File: src/rtl/ram_ctrl_pkg.sv
// ram_ctrl_pkg: shared widths and FSM state encoding for the burst RAM controller
package ram_ctrl_pkg;
  localparam int ADDR_W = 16;
  localparam int DATA_W = 32;
  localparam int MEM_AW = 6;
  localparam int LEN_W  = 3;
  typedef enum logic [2:0] {
    IDLE   = 3'd0,
    WRITE  = 3'd1,
    READ   = 3'd2,
    RDRAIN = 3'd3,
    DONE   = 3'd4
  } state_t;
endpackage

File: src/rtl/burst_addr_gen.sv
// burst_addr_gen: burst address/beat counter (load latches addr/len, advance bumps low MEM_AW bits mod 64 and counts down, last = final beat)
module burst_addr_gen
  import ram_ctrl_pkg::*;
#(
  parameter int AW = ADDR_W,
  parameter int LW = LEN_W
) (
  input  logic          clk,
  input  logic          reset,
  input  logic          load,
  input  logic          advance,
  input  logic [AW-1:0] load_addr,
  input  logic [LW-1:0] load_len,
  output logic [AW-1:0] cur_addr,
  output logic          last
);
  logic [LW-1:0]     beats_left;
  logic [MEM_AW-1:0] lo_next;
  assign lo_next = cur_addr[MEM_AW-1:0] + MEM_AW'(1);
  assign last = beats_left == '0;
  always_ff @(posedge clk) begin
    if (reset) begin
      cur_addr   <= '0;
      beats_left <= '0;
    end else if (load) begin
      cur_addr   <= load_addr;
      beats_left <= load_len;
    end else if (advance) begin
      cur_addr   <= {cur_addr[AW-1:MEM_AW], lo_next};
      beats_left <= beats_left - LW'(1);
    end
  end
endmodule

File: src/rtl/ram_burst_ctrl.sv
// ram_burst_ctrl: valid/ready burst master port in, one RAM access per cycle out (cen/wen/addr/din), registered read return with rdata_valid, done pulse per transaction
module ram_burst_ctrl
  import ram_ctrl_pkg::*;
#(
  parameter int ADDR_W = ram_ctrl_pkg::ADDR_W,
  parameter int DATA_W = ram_ctrl_pkg::DATA_W,
  parameter int LEN_W  = ram_ctrl_pkg::LEN_W
) (
  input  logic              clk,
  input  logic              reset,
  input  logic              req_valid,
  output logic              req_ready,
  input  logic              req_write,
  input  logic [ADDR_W-1:0] req_addr,
  input  logic [LEN_W-1:0]  req_len,
  input  logic [DATA_W-1:0] wdata,
  input  logic              wdata_valid,
  output logic              wdata_ready,
  output logic [DATA_W-1:0] rdata,
  output logic              rdata_valid,
  output logic              done,
  output logic              ram_cen,
  output logic              ram_wen,
  output logic [ADDR_W-1:0] ram_addr,
  output logic [DATA_W-1:0] ram_din,
  input  logic [DATA_W-1:0] ram_dout
);
  state_t            state, next;
  logic              load, advance, last, cen, rd_pending;
  logic [ADDR_W-1:0] cur_addr;
  burst_addr_gen #(.AW(ADDR_W), .LW(LEN_W)) u_addr (
    .clk       (clk),
    .reset     (reset),
    .load      (load),
    .advance   (advance),
    .load_addr (req_addr),
    .load_len  (req_len),
    .cur_addr  (cur_addr),
    .last      (last)
  );
  always_ff @(posedge clk) begin
    if (reset) begin
      state      <= IDLE;
      rd_pending <= 1'b0;
    end else begin
      state      <= next;
      rd_pending <= ram_cen & ~ram_wen;
    end
  end
  always_comb begin
    next        = state;
    req_ready   = 1'b0;
    wdata_ready = 1'b0;
    done        = 1'b0;
    cen         = 1'b0;
    ram_wen     = 1'b0;
    ram_addr    = '0;
    ram_din     = '0;
    load        = 1'b0;
    advance     = 1'b0;
    unique case (state)
      IDLE: begin
        req_ready = 1'b1;
        load      = req_valid;
        next      = req_valid ? (req_write ? WRITE : READ) : IDLE;
      end
      WRITE: begin
        wdata_ready = 1'b1;
        cen         = wdata_valid;
        ram_wen     = 1'b1;
        ram_addr    = cur_addr;
        ram_din     = wdata;
        advance     = wdata_valid;
        next        = (wdata_valid && last) ? DONE : WRITE;
      end
      READ: begin
        cen      = 1'b1;
        ram_addr = cur_addr;
        advance  = 1'b1;
        next     = last ? RDRAIN : READ;
      end
      RDRAIN: next = DONE;
      DONE: begin
        done = 1'b1;
        next = IDLE;
      end
      default: next = IDLE;
    endcase
  end
  assign ram_cen     = cen & ~reset;
  assign rdata_valid = rd_pending;
  assign rdata       = rd_pending ? ram_dout : '0;
endmodule

File: config.mk
export PLATFORM = sky130hd
export DESIGN_NAME = ram_burst_ctrl
export DESIGN_NICKNAME = d
export VERILOG_FILES = /design/src/rtl/ram_ctrl_pkg.sv /design/src/rtl/burst_addr_gen.sv /design/src/rtl/ram_burst_ctrl.sv
export SDC_FILE = /design/constraint.sdc
export NUM_CORES = 1
export LEC_CHECK = 0
export ABC_AREA = 1
export BUFFER_PORTS_ARGS = -buffer_cell sky130_fd_sc_hd__buf_2
export CAP_MARGIN = 20
export CORE_UTILIZATION = 40
export DETAILED_ROUTE_END_ITERATION = 12
export PLACE_DENSITY_LB_ADDON = 0.05
export SKIP_LAST_GASP = 1
export SLEW_MARGIN = 10
export SYNTH_ARGS = -nofsm -noshare
export SYNTH_HDL_FRONTEND = slang
export SYNTH_HIERARCHICAL = 1
export SYNTH_SLANG_ARGS = --single-unit
File: constraint.sdc
create_clock -name clk -period 4.2 [get_ports clk]
set_input_delay 0.42 -clock clk [delete_from_list [all_inputs] [get_ports clk]]
set_output_delay 0.42 -clock clk [all_outputs]
set_load 0.05 [all_outputs]
-- Word-level counts from Yosys, hierarchy flattened
Index checks and enable logic that the tools add are counted.
- bits in registers: 23
- input port bits: 88
- output and inout bits: 86
- logic and storage cells: 37
- add/subtract/negate cells: 2
- equal/unequal tests: 4
- muxes and demuxes: 17
- bitwise operators: 4
- reductions and logical operators: 5
- operator list (kind ; number):
    two-way mux 32 bit ; 2
    two-way mux 16 bit ; 2
    case mux 3 bit (4 select lines) ; 1
    two-way mux 3 bit ; 3
    adder 6 x 1 -> 6 bit (second input constant) ; 1
    equality test 3 x 2 -> 1 bit (second input constant) ; 2
    logical NOT 3 bit ; 2
    two-way mux 6 bit ; 1
    two-way mux 1 bit ; 5
    two-way mux 2 bit ; 2
    equality test 3 x 1 -> 1 bit (second input constant) ; 1
    equality test 3 bit (second input constant) ; 1
    subtractor 3 x 1 -> 3 bit (second input constant) ; 1
    AND 1 bit ; 2
    inverter 1 bit ; 2
    case mux 1 bit (2 select lines) ; 1
    nonzero test 2 bit ; 1
    OR reduction 2 bit ; 1
    logical AND 1 bit ; 1

-- Logic depth before layout (Yosys ltp)
- word-level depth: 4
- gate-level depth with buffers: 12
- mapped depth without buffers: 11

-- Modules after synthesis
The synthesis kept the hierarchy.
- by module, submodules not included (module ; times used ; cells each ; area an instance (µm²) ; seq. area each (µm²)):
    ram_burst_ctrl ; 1 ; 208 ; 927.1 ; 80.1
    burst_addr_gen ; 1 ; 120 ; 877.1 ; 380.4

-- Worst setup path before layout
No wires, ideal clock.
- kind: reg2out
- start point: reg state[0]
- end point: out ram_cen
- arrival time: 1.827 ns
- required time: 3.780 ns
- slack: 1.953 ns
- stages on the path, launching flop included: 5
- buffers on the path: 0
- path through: dfxtp_1 -> nand3_4 -> inv_1 -> nand2_1 -> a21oi_1
- word-level cells in the longest chain between the ends: 3
- elaborated cells on any way between the ends: 4
- classes of those cells: eq/ne: 2; mux: 1; bitwise: 1
- ends and longest elaborated chain (element ; RTL line ; RTL):
    from (decl) ; ram_burst_ctrl.sv:28 ; state_t state, next;
    from (signal assigned) ; ram_burst_ctrl.sv:46 ; state <= next;
    equality test 3 x 2 -> 1 bit or equality test 3 x 1 -> 1 bit (tied branches) ; ram_burst_ctrl.sv:61 ; unique case (state)
    case mux 1 bit (2 select lines) (*) ; ram_burst_ctrl.sv:61 ;
    AND 1 bit (*) ; ram_burst_ctrl.sv:90 ; assign ram_cen = cen & ~reset;
    to (decl) ; ram_burst_ctrl.sv:22 ; output logic ram_cen,
Mark *: on every way between the ends. The rest lies on a longest branch, timed or not.

-- Worst setup path after layout
- start point: reg state[0]
- end point: out ram_addr[3]
- word-level cells in the longest chain between the ends: 3
- elaborated cells on any way between the ends: 4
- classes of those cells: eq/ne: 2; mux: 1; reduce/logical: 1
- ends and longest elaborated chain (element ; RTL line ; RTL):
    equality test 3 x 2 -> 1 bit or equality test 3 x 1 -> 1 bit (tied branches) ; ram_burst_ctrl.sv:61 ;
    OR reduction 2 bit (no source line) (*) ; -- ;
    two-way mux 16 bit (*) ; ram_burst_ctrl.sv:61 ;
    to (decl) ; ram_burst_ctrl.sv:24 ; output logic [ADDR_W-1:0] ram_addr,
Marked as above.

==> flow_metrics.py <==
metrics = {
    "route": {
        "post_drt_via_cell_ratio": 4.25,
        "avgRoutedWirePerCell_um": 10.6,
        "wirelength_mm": 5.79,
        "number_of_detailed_route_iterations_in_the_first_pass": 4,
        "post-route-drc-count": 0,
        "drtIter0Drc": 74,
        "drt.antenna.violating_nets": 0,
        "route.vias.total": 2315,
    },
    "worst_hold_path": {
        "hold_path_end": "u_addr/cur_addr[13]$_SDFFE_PP0P_",
        "hold_path_class": "in2reg",
        "worstHoldPathCells": 3,
        "min-delay-start": "req_addr[13]",
    },
    "sta": {
        "setup_ws_ns": 1.97,
        "fin_hold_ws_ns": 0.377,
        "grt_setup_unrepaired": "false",
        "setup_viol": 0,
        "max_freq_mhz": 448,
        "total_count_of_hold_check_failures_in_the_final_report": 0,
        "finalClockSkew_ns": 0.00311,
        "post-route-min-period_ns": 2.23,
        "worst-slew-pin-transition_ns": 0.983,
        "timing_max_transition_violations_final": 0,
        "fin_setup_tns_ns": 0,
        "max_slew_margin_pct": 34.4,
        "final.period_utilization_pct": 53.2,
    },
    "finish": {
        "drive_above_1_share_pct": 40.0,
        "final.fill_count": 457,
        "antenna-diode-count": 0,
        "final_net_count": 585,
        "finish.utilization_pct": 62.0,
        "area.growth.synth_to_final_pct": 49.7,
        "post_layout_nonfiller_instances": 545,
    },
    "power": {
        "vdd_ir_max_mv": 0.199,
        "cellLeakagePower_nw": 2.02,
        "power_per_cell_area_mw_per_mm2": 320,
    },
    "synthesis": {
        "ys.warnings.count": 6,
        "synth.yosys.seq_area_share_pct": 25.5,
        "syn_area_per_cell_um2": 5.50,
        "yosys.cell_types.count": 26,
        "postSynthCellCount": 328,
        "synth_fp_nets": 419,
        "synth_seq_cells": 23,
        "synth.cell_area_mm2": 0.00180,
    },
    "clock_network": {
        "postCtsSetupRepairBufs": 0,
        "clock_tree.root_cell": "sky130_fd_sc_hd__clkbuf_8",
        "cts_tree": "done",
        "count_of_clock_tree_sinks": 23,
        "cts.repair.resized": 0,
        "h-tree-depth": 1,
        "clkLatencyLatePin_ns": 0.26,
        "clock_path_buffers": 2,
        "cts_buffer_count": 3,
        "cts.clk_slew.worst_paths_ns": 0.08,
        "ctsHoldBuffers": 0,
    },
    "setup_path": {
        "worst_r2r_startpoint": "state[0]$_SDFF_PP0_",
        "reg2reg_depth": 10,
        "path_class": "reg2out",
        "critPathRequiredTime_ns": 3.78,
        "slack_of_the_worst_reg_to_reg_path_ns": 2.24,
        "rr_endpoint": "u_addr/cur_addr[1]$_SDFFE_PP0P_",
        "setup.worst_path.end_class": "output port",
        "worst_ep_arrival_time_ns": 1.81,
        "start_kind": "flip-flop",
        "path_max_fanout": 35,
    },
    "floorplanning": {
        "placement_rows": 24,
        "die_h_um": 69.2,
        "number_of_top_level_pins": 174,
        "floorplan.initialDensity_pct": 41.4,
        "die_w_um": 69.2,
        "floorplan.core_area_mm2": 0.00435,
        "dieArea_mm2": 0.00478,
    },
    "global_routing": {
        "grt_start_max_net_pins": 36,
        "grt-ovfl-total": 0,
        "grtUsageTotal_pct": 24.0,
        "grt_antenna_before_repair": 0,
        "grt_pass1_vias": 1976,
        "grt_first_pass_wirelength_mm": 9.45,
    },
    "run_status": {
        "run_status": "finished clean",
    },
    "placed_design": {
        "preCtsSetupSlack_ns": 2.25,
        "port_buffers": 173,
        "routabilityCongestion": 0.837,
        "place.detailed.hpwl_mm": 4.69,
        "placed_cells": 541,
    },
    "flow_run": {
        "drv.max_cap_violation_count": 0,
    },
}
[power breakdown]
part	internal (mW)	leakage, nW	total, mW	switching, mW
registers	0.245	0.190	0.272	0.0270
logic	0.119	1.81	0.455	0.336
clock network	0.0662	0.0255	0.137	0.0706
total	0.430	2.02	0.864	0.434
[cell usage in the layout, fill, tap and decap left out]
cell type / n
sky130_fd_sc_hd__nand2_4: 1
sky130_fd_sc_hd__clkbuf_8: 3
sky130_fd_sc_hd__o21bai_1: 1
sky130_fd_sc_hd__inv_2: 4
sky130_fd_sc_hd__nand3_2: 1
sky130_fd_sc_hd__a21oi_1: 6
sky130_fd_sc_hd__o21ai_1: 6
sky130_fd_sc_hd__nand4_1: 4
sky130_fd_sc_hd__nand3_1: 8
sky130_fd_sc_hd__inv_4: 1
sky130_fd_sc_hd__o21ai_0: 14
sky130_fd_sc_hd__dfxtp_1: 23
sky130_fd_sc_hd__nor2_2: 10
sky130_fd_sc_hd__nand3_4: 1
sky130_fd_sc_hd__a22oi_1: 2
sky130_fd_sc_hd__xor2_1: 1
sky130_fd_sc_hd__nand2_2: 1
sky130_fd_sc_hd__ha_1: 3
sky130_fd_sc_hd__inv_1: 102
sky130_fd_sc_hd__buf_4: 1
sky130_fd_sc_hd__nor3_1: 5
sky130_fd_sc_hd__buf_2: 173
sky130_fd_sc_hd__nor2_1: 66
sky130_fd_sc_hd__nand2_1: 55
sky130_fd_sc_hd__clkinv_2: 1
[cell families after synthesis]
logic type | Yosys count | share of synthesized area (%)
buffers and inverters | 120 | 27.3
flip-flops | 23 | 25.5
AND/OR/NAND/NOR | 152 | 36.1
AO/OA/AOI/OAI | 29 | 8.46
adder cells (fa/ha/maj) | 3 | 2.08
XOR/XNOR | 1 | 0.486
[sequential cells by signal, summed over array words and instances (netlist names)]
| name | flops |
|---|---|
| state | 3 |
| u_addr/beats_left | 3 |
| u_addr/cur_addr | 16 |
| rdata_valid | 1 |
[Yosys cell counts, drive strengths merged]
cell    count  share of area, %
ha          3               2.1
a21oi       6               1.7
inv       107                22
nand2      57                12
o21ai      20               5.5
nor2       76                17
xor2        1              0.49
nand4       4               1.4
clkbuf      4              0.90
nor3        5               1.4
a22oi       2              0.83
dfxtp      23                26
nand3      10               3.7
buf         9               4.0
o21bai      1              0.42
[layer usage]
layer | share of wire (%) | GRT usage (%) | routed length, um | up-vias
met3 | 7.0 | 3.80 | 408 | 15
met2 | 45 | 38.2 | 2610 | 92
met4 | 2.6 | 10.2 | 153 | 0
met1 | 45 | 32.1 | 2620 | 952
met5 | 0 | 0 | 0 | -
li1 | - | - | - | 1256
[cell type report]
| class | count | area (um2) | area share [%] |
|---|---|---|---|
| clock inverters | 1 | 5.00 | 0.185 |
| repair buffers | 174 | 873 | 32.3 |
| inverters | 107 | 404 | 15.0 |
| multi-input cells | 185 | 851 | 31.5 |
| clock buffers | 3 | 41.3 | 1.53 |
| flip-flops and latches | 23 | 460 | 17.1 |
| well taps | 52 | 65.1 | 2.41 |
[how the worst max path moves through the flow]
stage	from	endpoint	slack (ns)	cells after the start
floorplan	state[0]$_SDFF_PP0_	ram_cen	1.95	4
global placement	state[0]$_SDFF_PP0_	ram_addr[3]	2.27	5
detailed placement	state[0]$_SDFF_PP0_	u_addr/cur_addr[0]$_SDFFE_PP0P_	2.25	8
CTS	state[0]$_SDFF_PP0_	ram_addr[3]	1.96	5
global route	state[1]$_SDFF_PP0_	ram_addr[3]	1.84	6
finish	state[0]$_SDFF_PP0_	ram_addr[3]	1.97	5
[critical path, cell delays in order, from the launching register on]
cell	delay, ns
sky130_fd_sc_hd__dfxtp_1	0.47
sky130_fd_sc_hd__nand3_4	0.33
sky130_fd_sc_hd__nand2_2	0.20
sky130_fd_sc_hd__inv_4	0.12
sky130_fd_sc_hd__nor2_1	0.14
sky130_fd_sc_hd__buf_2	0.28
[metrics by stage]
step,power [mW],instance area [um2]
finish,0.864,2700
global route,0.922,2700
CTS,0.869,2700
detailed placement,0.732,2650
global placement,0.729,2650
floorplan,0.626,1800
Note: power is estimated with default switching activity, not from simulation.
